==> src/rtl/ahblite_single_master.sv <==
// ----------------------------------------------------------------------------
// ahblite_single_master
//   Converts a simple valid/ready command port into single AHB-Lite transfers
//   with exactly one transfer in flight at a time. Misaligned or invalid-size
//   commands are rejected locally with an error response and no bus activity.
//
// Ports
//   HCLK, HRESET        clock, asynchronous active-high reset
//   cmd_valid/ready     command handshake (ready only while IDLE, out of reset)
//   cmd_write/addr/size/wdata   command payload
//   rsp_valid/err/rdata single-cycle response, no backpressure
//   HADDR..HWDATA       AHB-Lite manager outputs
//   HRDATA/HREADY/HRESP AHB-Lite manager inputs (HREADY is system ready)
// ----------------------------------------------------------------------------
module ahblite_single_master #(
  parameter logic [3:0] HPROT_VAL = 4'b0011
) (
  input  logic        HCLK,
  input  logic        HRESET,
  input  logic        cmd_valid,
  output logic        cmd_ready,
  input  logic        cmd_write,
  input  logic [31:0] cmd_addr,
  input  logic [1:0]  cmd_size,
  input  logic [31:0] cmd_wdata,
  output logic        rsp_valid,
  output logic        rsp_err,
  output logic [31:0] rsp_rdata,
  output logic [31:0] HADDR,
  output logic [1:0]  HTRANS,
  output logic        HWRITE,
  output logic [2:0]  HSIZE,
  output logic [2:0]  HBURST,
  output logic [3:0]  HPROT,
  output logic        HMASTLOCK,
  output logic [31:0] HWDATA,
  input  logic [31:0] HRDATA,
  input  logic        HREADY,
  input  logic        HRESP
);

  typedef enum logic [1:0] {
    S_IDLE = 2'd0,
    S_ADDR = 2'd1,
    S_DATA = 2'd2
  } state_t;

  localparam logic [1:0] HTRANS_IDLE   = 2'b00;
  localparam logic [1:0] HTRANS_NONSEQ = 2'b10;

  state_t      r_state, w_state_nxt;
  logic [31:0] r_haddr, w_haddr_nxt;
  logic [1:0]  r_htrans, w_htrans_nxt;
  logic        r_hwrite, w_hwrite_nxt;
  logic [2:0]  r_hsize, w_hsize_nxt;
  logic [31:0] r_hwdata, w_hwdata_nxt;
  logic [31:0] r_wdata, w_wdata_nxt;
  logic        r_rsp_valid, w_rsp_valid_nxt;
  logic        r_rsp_err, w_rsp_err_nxt;
  logic [31:0] r_rsp_rdata, w_rsp_rdata_nxt;

  logic        w_accept;
  logic        w_reject;

  assign cmd_ready = (r_state == S_IDLE) && !HRESET;
  assign w_accept  = cmd_valid && cmd_ready;

  // Invalid size, or an address not aligned to the transfer size.
  assign w_reject  = (cmd_size == 2'b11) ||
                     ((cmd_size == 2'b01) && cmd_addr[0]) ||
                     ((cmd_size == 2'b10) && (cmd_addr[1:0] != 2'b00));

  always_ff @(posedge HCLK or posedge HRESET) begin
    if (HRESET) begin
      r_state     <= S_IDLE;
      r_haddr     <= '0;
      r_htrans    <= HTRANS_IDLE;
      r_hwrite    <= 1'b0;
      r_hsize     <= '0;
      r_hwdata    <= '0;
      r_wdata     <= '0;
      r_rsp_valid <= 1'b0;
      r_rsp_err   <= 1'b0;
      r_rsp_rdata <= '0;
    end else begin
      r_state     <= w_state_nxt;
      r_haddr     <= w_haddr_nxt;
      r_htrans    <= w_htrans_nxt;
      r_hwrite    <= w_hwrite_nxt;
      r_hsize     <= w_hsize_nxt;
      r_hwdata    <= w_hwdata_nxt;
      r_wdata     <= w_wdata_nxt;
      r_rsp_valid <= w_rsp_valid_nxt;
      r_rsp_err   <= w_rsp_err_nxt;
      r_rsp_rdata <= w_rsp_rdata_nxt;
    end
  end

  always_comb begin
    w_state_nxt     = r_state;
    w_haddr_nxt     = r_haddr;
    w_htrans_nxt    = r_htrans;
    w_hwrite_nxt    = r_hwrite;
    w_hsize_nxt     = r_hsize;
    w_hwdata_nxt    = r_hwdata;
    w_wdata_nxt     = r_wdata;
    w_rsp_valid_nxt = 1'b0;
    w_rsp_err_nxt   = 1'b0;
    w_rsp_rdata_nxt = '0;

    unique case (r_state)
      S_IDLE: begin
        if (w_accept) begin
          if (w_reject) begin
            w_rsp_valid_nxt = 1'b1;
            w_rsp_err_nxt   = 1'b1;
          end else begin
            w_haddr_nxt  = cmd_addr;
            w_hwrite_nxt = cmd_write;
            w_hsize_nxt  = {1'b0, cmd_size};
            w_htrans_nxt = HTRANS_NONSEQ;
            w_wdata_nxt  = cmd_wdata;
            w_state_nxt  = S_ADDR;
          end
        end
      end

      S_ADDR: begin
        // With HREADY low the address phase is simply held.
        if (HREADY) begin
          w_htrans_nxt = HTRANS_IDLE;
          w_hwdata_nxt = r_hwrite ? r_wdata : '0;
          w_state_nxt  = S_DATA;
        end
      end

      S_DATA: begin
        // A first error cycle (HRESP=1, HREADY=0) just waits here; the
        // response is taken only on the completing HREADY=1 cycle.
        if (HREADY) begin
          w_rsp_valid_nxt = 1'b1;
          w_rsp_err_nxt   = HRESP;
          w_rsp_rdata_nxt = (!r_hwrite && !HRESP) ? HRDATA : '0;
          w_hwdata_nxt    = '0;
          w_state_nxt     = S_IDLE;
        end
      end

      default: begin
        w_state_nxt  = S_IDLE;
        w_htrans_nxt = HTRANS_IDLE;
        w_hwdata_nxt = '0;
      end
    endcase
  end

  assign rsp_valid = r_rsp_valid;
  assign rsp_err   = r_rsp_err;
  assign rsp_rdata = r_rsp_rdata;
  assign HADDR     = r_haddr;
  assign HTRANS    = r_htrans;
  assign HWRITE    = r_hwrite;
  assign HSIZE     = r_hsize;
  assign HWDATA    = r_hwdata;
  assign HBURST    = 3'b000;
  assign HPROT     = HPROT_VAL;
  assign HMASTLOCK = 1'b0;

endmodule

==> config.mk <==
export PLATFORM = sky130hd
export DESIGN_NAME = ahblite_single_master
export DESIGN_NICKNAME = d
export VERILOG_FILES = /design/src/rtl/ahblite_single_master.sv
export SDC_FILE = /design/constraint.sdc
export NUM_CORES = 1
export LEC_CHECK = 0
export CAP_MARGIN = 30
export CELL_PAD_IN_SITES_DETAIL_PLACEMENT = 2
export CELL_PAD_IN_SITES_GLOBAL_PLACEMENT = 2
export CORE_UTILIZATION = 29
export DETAILED_ROUTE_END_ITERATION = 7
export PLACE_DENSITY = 0.94
export RECOVER_POWER = 25
export SYNTH_ARGS = -nofsm -noshare
export SYNTH_HDL_FRONTEND = slang
export SYNTH_SLANG_ARGS = --single-unit
==> constraint.sdc <==
create_clock -name HCLK -period 7 [get_ports HCLK]
set_input_delay 0.7 -clock HCLK [delete_from_list [all_inputs] [get_ports HCLK]]
set_output_delay 0.7 -clock HCLK [all_outputs]
set_load 0.01 [all_outputs]
==> reports/metrics.yaml, run 1 <==
timing:
  setup_tns_ns: 0
  drv_slew: 59
  finalCritPeriodShare: 0.522
  finClkSkew_ns: 0.00624
  rsz0062_at_grt: "no"
  holdWs_ns: 0.487
  worst_slew_pin_slew_ns: 2.67
  max_freq_ghz: 0.274
  fin_ws_ns: 3.35
  fin_crit_ns: 3.65
  slew_headroom: -0.789
  finalSetupViolCount: 0
  hold_viol: 0
critical_path:
  path_delay_family: "buffers and inverters"
  cp-end-kind: "async pin"
  crit_chain: "dlygate4sd3_1 -> clkinvlp_2 -> clkbuf_1 -> buf_16"
  worstPathArrival_ns: 4.22
  rr_worst_depth: 5
  critPathKind: "input port to async pin"
  required_ns: 7.56
  slowest_delay_ns: 1.53
  cp-start-kind: "input port"
  cp.depth: 4
  crit_path_max_fanout: 61
  r2r-start: "r_state[0]$_DFFE_PP0P_"
  path_buf_inv: 4
  crit_path_start: "HRESET"
  slowest_stage: "clkinvlp_2"
worst_hold_path:
  min_from: "HTRANS[1]$_DFFE_PP0P_"
  hold_depth: 2
  worst_hold_path_type: "register to register"
yosys:
  ys_seq_area_frac: 0.660
  synth_ff_type: "dfrtp_1"
  synth_top_cell_by_area: "dfrtp_1"
  ys_ff_latch: 136
  synth.area.top_cells: "dfrtp_1, mux2_2, and2_1"
  synth_top_area_share: 0.660
  syn_inst: 388
  syn_avg_cell_area_sq_um: 13.3
  async_reset_ff_frac: 1.00
  ys.warnings.count: 0
  syn-cell-area_sq_um: 5160
  synth_cell_type_count: 24
  synth-edff-count: 0
drt:
  vias: 3697
  drt-total-wl_um: 15700
  ant_nets: 0
  drc: 0
  drtIter0Drc: 83
  avgViaCountPerCell: 4.43
  wl_per_cell_um: 18.8
  drt-pass1-iter-count: 4
global_routing:
  grt.overflow.total: 0
  grt_pass1_wl_um: 24500
  grt_usage: 0.180
  antenna_found_initial: 0
  grt_max_degree: 65
  grt_pass1_vias: 4400
cells_and_area:
  design_area_sq_um: 8080
  drive_above_1_share: 0.179
  syn_to_final_growth_pct: 56.7
  nNetsFinal: 701
  diodes: 0
clock_tree:
  insertion_delay_ns: 0.41
  tritoncts: "done"
  cts-root-buf: "clkbuf_16"
  cts_buffers: 17
  post-cts-setup-buffers: 0
  clock_path_buffers: 2
  h-tree-depth: 4
  cts_resized: 0
  holdBufCountCts: 0
  clk_pin_slew_worst_paths_ns: 0.06
  numClockSinks: 136
outcome:
  violations: "max-capacitance violations, max-slew violations"
  run_status: "finished with violations"
die:
  die-width_um: 135
  ios: 217
  die-area_sq_um: 18300
  die_h_um: 135
  rows: 48
  core_area_sq_um: 17400
  start_util: 0.297
placement:
  preCtsSetupSlack_ns: 3.52
  hpwl_um: 11200
  gp_congestion: 0.750
  port_buffers: 206
  place_area_sq_um: 7430
power_and_ir_drop:
  irDropWorstVdd_v: 0.000160
  p_leak_uw: 0.00348
  power_density_nw_per_um2: 312
flow_run:
  drv_cap: 1
[flip-flops by register name (all words and copies together), names as in the netlist, 2 cells and up]
name and flops:
r_state 2, HWDATA 32, r_wdata 32, HSIZE 2
HADDR 32, rsp_rdata 32
[cell families (layout without fill, tap and decap cells)]
kind of cell | count (synthesis) | after routing | synth area share
AOI/OAI and AO/OA | 38 | 38 | 0.0386
DFF | 136 | 136 | 0.660
and+or+nand+nor | 79 | 79 | 0.0859
other | 2 | 10 | 0.00146
muxes | 67 | 67 | 0.152
buffers and inverters | 65 | 279 | 0.0602
adders and majority gates | 1 | 1 | 0.00194
[layout by cell type, fill, tap and decap left out, types with 3 or more instances in the layout]
cell type and instances:
nand3_1 32, o21ai_0 35, mux2_2 59, clkinv_2 3, clkbuf_8 4, clkdlybuf4s50_1 203, conb_1 10, inv_1 33
clkbuf_16 17, bufinv_16 3, dlygate4sd3_1 3, and2_0 10, nand2_1 7, mux2_4 8, dfrtp_1 136, and2_1 22
clkinvlp_4 3
[path summary, 6_finish.rpt]
path	endpoint	slack (ns)
worst max register to register	HADDR[28]$_DFFE_PP0P_	4.84
max in group HCLK	cmd_ready	4.20
worst max-delay path	HWDATA[31]$_DFFE_PP0P_	3.35
worst min-delay path	HTRANS[1]$_DFFE_PP0P_	0.49
worst min register to register	HTRANS[1]$_DFFE_PP0P_	0.49
min in group asynchronous	HADDR[5]$_DFFE_PP0P_	1.55
[worst register-to-register path: stages (launching register included)]
cell and delay [ns]:
dfrtp_1 0.53, nor3_4 0.10, o211ai_4 0.24, buf_16 0.23, buf_4 0.50, mux2_2 0.44
[metal layers]
layer / vias up / global-route usage / share of wire
met5: - / 0 / 0
met4: 0 / 0.0674 / 0.015
met3: 16 / 0.0542 / 0.059
met2: 138 / 0.325 / 0.53
met1: 1866 / 0.199 / 0.40
li1: 1677 / - / -
[cells in the mapped netlist, drive strengths merged (2+ instances only)]
master  instances
and2           32
buf            19
clkbuf         12
conb            2
dfrtp         136
inv            34
mux2           67
nand2           7
nand3          32
nor2            2
nor3            3
o21ai          35
[metrics by stage]
stage	total power (uW)	utilization	instances
2_1_floorplan	1260	-	396
3_3_place_gp	1550	0.426	800
3_5_place_dp	1600	0.428	801
4_1_cts	2560	0.464	833
5_1_grt	2630	0.466	835
6_report	2520	0.466	835
[area by class of cell]
class | instances | area, sq um
inverters | 34 | 129
clock inverters | 11 | 145
multi-input cells | 195 | 1480
flip-flops and latches | 136 | 3400
clock buffers | 21 | 480
repair buffers | 213 | 2160
fillers | 1691 | 9270
well taps | 225 | 282
[report_power, final]
group	leakage (uW)	internal (uW)	switching, uW
Sequential	0.00175	943	94.7
Clock	0.000301	598	342
Combinational	0.00142	334	211
Total	0.00348	1880	647
(Power assumes the default switching activity.)
==> run 2, diff against run 1 <==
--- a/config.mk
+++ b/config.mk
@@ -8,9 +8,9 @@
 export CAP_MARGIN = 30
 export CELL_PAD_IN_SITES_DETAIL_PLACEMENT = 2
 export CELL_PAD_IN_SITES_GLOBAL_PLACEMENT = 2
-export CORE_UTILIZATION = 29
+export CORE_UTILIZATION = 27
 export DETAILED_ROUTE_END_ITERATION = 7
-export PLACE_DENSITY = 0.94
+export PLACE_DENSITY = 0.88
 export RECOVER_POWER = 25
 export SYNTH_ARGS = -nofsm -noshare
 export SYNTH_HDL_FRONTEND = slang
==> constraint.sdc (replaced) <==
create_clock -name HCLK -period 3.4 [get_ports HCLK]
set_input_delay 0.34 -clock HCLK [delete_from_list [all_inputs] [get_ports HCLK]]
set_output_delay 0.34 -clock HCLK [all_outputs]
set_load 0.01 [all_outputs]
==> reports/metrics.yaml, run 2 (synthesis gave the netlist of run 1 again) <==
die:
  core_area_sq_um: 18700
  die-width_um: 140
  ios: 217
  start_util: 0.276
  die-area_sq_um: 19700
  rows: 50
  die_h_um: 140
clock_tree:
  numClockSinks: 136
  cts_buffers: 17
  cts-root-buf: "clkbuf_16"
  clock_path_buffers: 2
  clk_pin_slew_worst_paths_ns: 0.06
  holdBufCountCts: 0
  tritoncts: "done"
  cts_resized: 0
  post-cts-setup-buffers: 0
  insertion_delay_ns: 0.41
  h-tree-depth: 4
placement:
  port_buffers: 206
  placed_cells: 811
  preCtsSetupSlack_ns: 1.23
  place_area_sq_um: 7470
  gp_congestion: 0.717
  hpwl_um: 11200
global_routing:
  antenna_found_initial: 0
  grt.overflow.total: 0
  grt_pass1_vias: 4463
  grt_usage: 0.167
  grt_max_degree: 70
  grt_pass1_wl_um: 24800
timing:
  drv_slew: 59
  fin_crit_ns: 2.44
  finalCritPeriodShare: 0.719
  fin_ws_ns: 0.955
  hold_viol: 0
  worst_slew_pin_slew_ns: 1.51
  finClkSkew_ns: 0.00737
  max_freq_ghz: 0.409
  finalSetupViolCount: 0
  setup_tns_ns: 0
  slew_headroom: -0.00507
  rsz0062_at_grt: "no"
drt:
  wl_per_cell_um: 18.3
  ant_nets: 0
  drc: 0
  drt-total-wl_um: 15400
  vias: 3718
  drtIter0Drc: 81
  avgViaCountPerCell: 4.41
  drt-pass1-iter-count: 4
cells_and_area:
  fillCellCount: 1844
  final_cell_mix: "clkdlybuf4s50_1, dfrtp_1, mux2_2"
  multi_input_area_sq_um: 1490
  layout.cells.non_filler: 844
  diodes: 0
  syn_to_final_growth_pct: 57.4
  regArea_sq_um: 3400
  drive_above_1_share: 0.184
  design_area_sq_um: 8120
  nNetsFinal: 701
  final_common_cell: "clkdlybuf4s50_1"
critical_path:
  worstPathArrival_ns: 2.70
  required_ns: 3.65
  crit_path_start: "HRESET"
  r2r-start: "r_state[1]$_DFFE_PP0P_"
  cp-end-kind: "async pin"
  rrSetupSlack_ns: 1.48
  cp-start-kind: "input port"
  crit_path_max_fanout: 59
  critPathKind: "input port to async pin"
outcome:
  violations: "max-capacitance violations, max-slew violations"
  run_status: "finished with violations"
worst_hold_path:
  worst_hold_path_type: "input port to async pin"
power_and_ir_drop:
  p_leak_uw: 0.00350
  power_density_nw_per_um2: 647
  irDropWorstVdd_v: 0.000303
  p_total_uw: 5250
flow_run:
  drv_cap: 1
==> run 2: area by class of cell <==
type | count | area share
inverters | 34 | 0.0159
flip-flops and latches | 136 | 0.419
clock buffers | 17 | 0.0524
well taps | 234 | 0.0361
clock inverters | 15 | 0.0265
repair buffers | 213 | 0.266
multi-input cells | 195 | 0.183
==> run 2: metal layers <==
metal  routed length [um]  part of all wire  up-vias  global-route usage
met3                 1220             0.079       20              0.0646
met5                    0                 0        -                   0
li1                     -                 -     1674                   -
met4                  267             0.017        0              0.0590
met2                 8190              0.53      140               0.306
met1                 5760              0.37     1884               0.171
==> run 2: critical path: stages <==
cell and delay (ns):
dlygate4sd3_1 0.60, clkinvlp_2 0.29, buf_12 0.26, clkbuf_2 1.14
==> run 2: worst paths after layout <==
path / end / cells after the start
max: r_wdata[13]$_DFFE_PP0P_ / 4
min: HADDR[6]$_DFFE_PP0P_ / 2
max reg2reg: HWDATA[18]$_DFFE_PP0P_ / 4
min reg2reg: HTRANS[1]$_DFFE_PP0P_ / 2
max in group HCLK: cmd_ready / 2
min in group HCLK: rsp_rdata[28]$_DFF_PP0_ / 2
==> run 2: through the flow <==
stage / utilization / hold WS [ns]
5_1_grt: 0.434 / 0.434
6_report: 0.434 / 0.430
3_3_place_gp: 0.400 / 0.461
3_5_place_dp: 0.400 / 0.493
4_1_cts: 0.434 / 0.460
2_1_floorplan: - / 0.463
==> run 2: report_power, final <==
part,leakage (uW),switching [uW],total [uW],internal [uW]
Clock,0.000309,762,2010,1250
Sequential,0.00175,192,2130,1940
Combinational,0.00144,423,1110,688
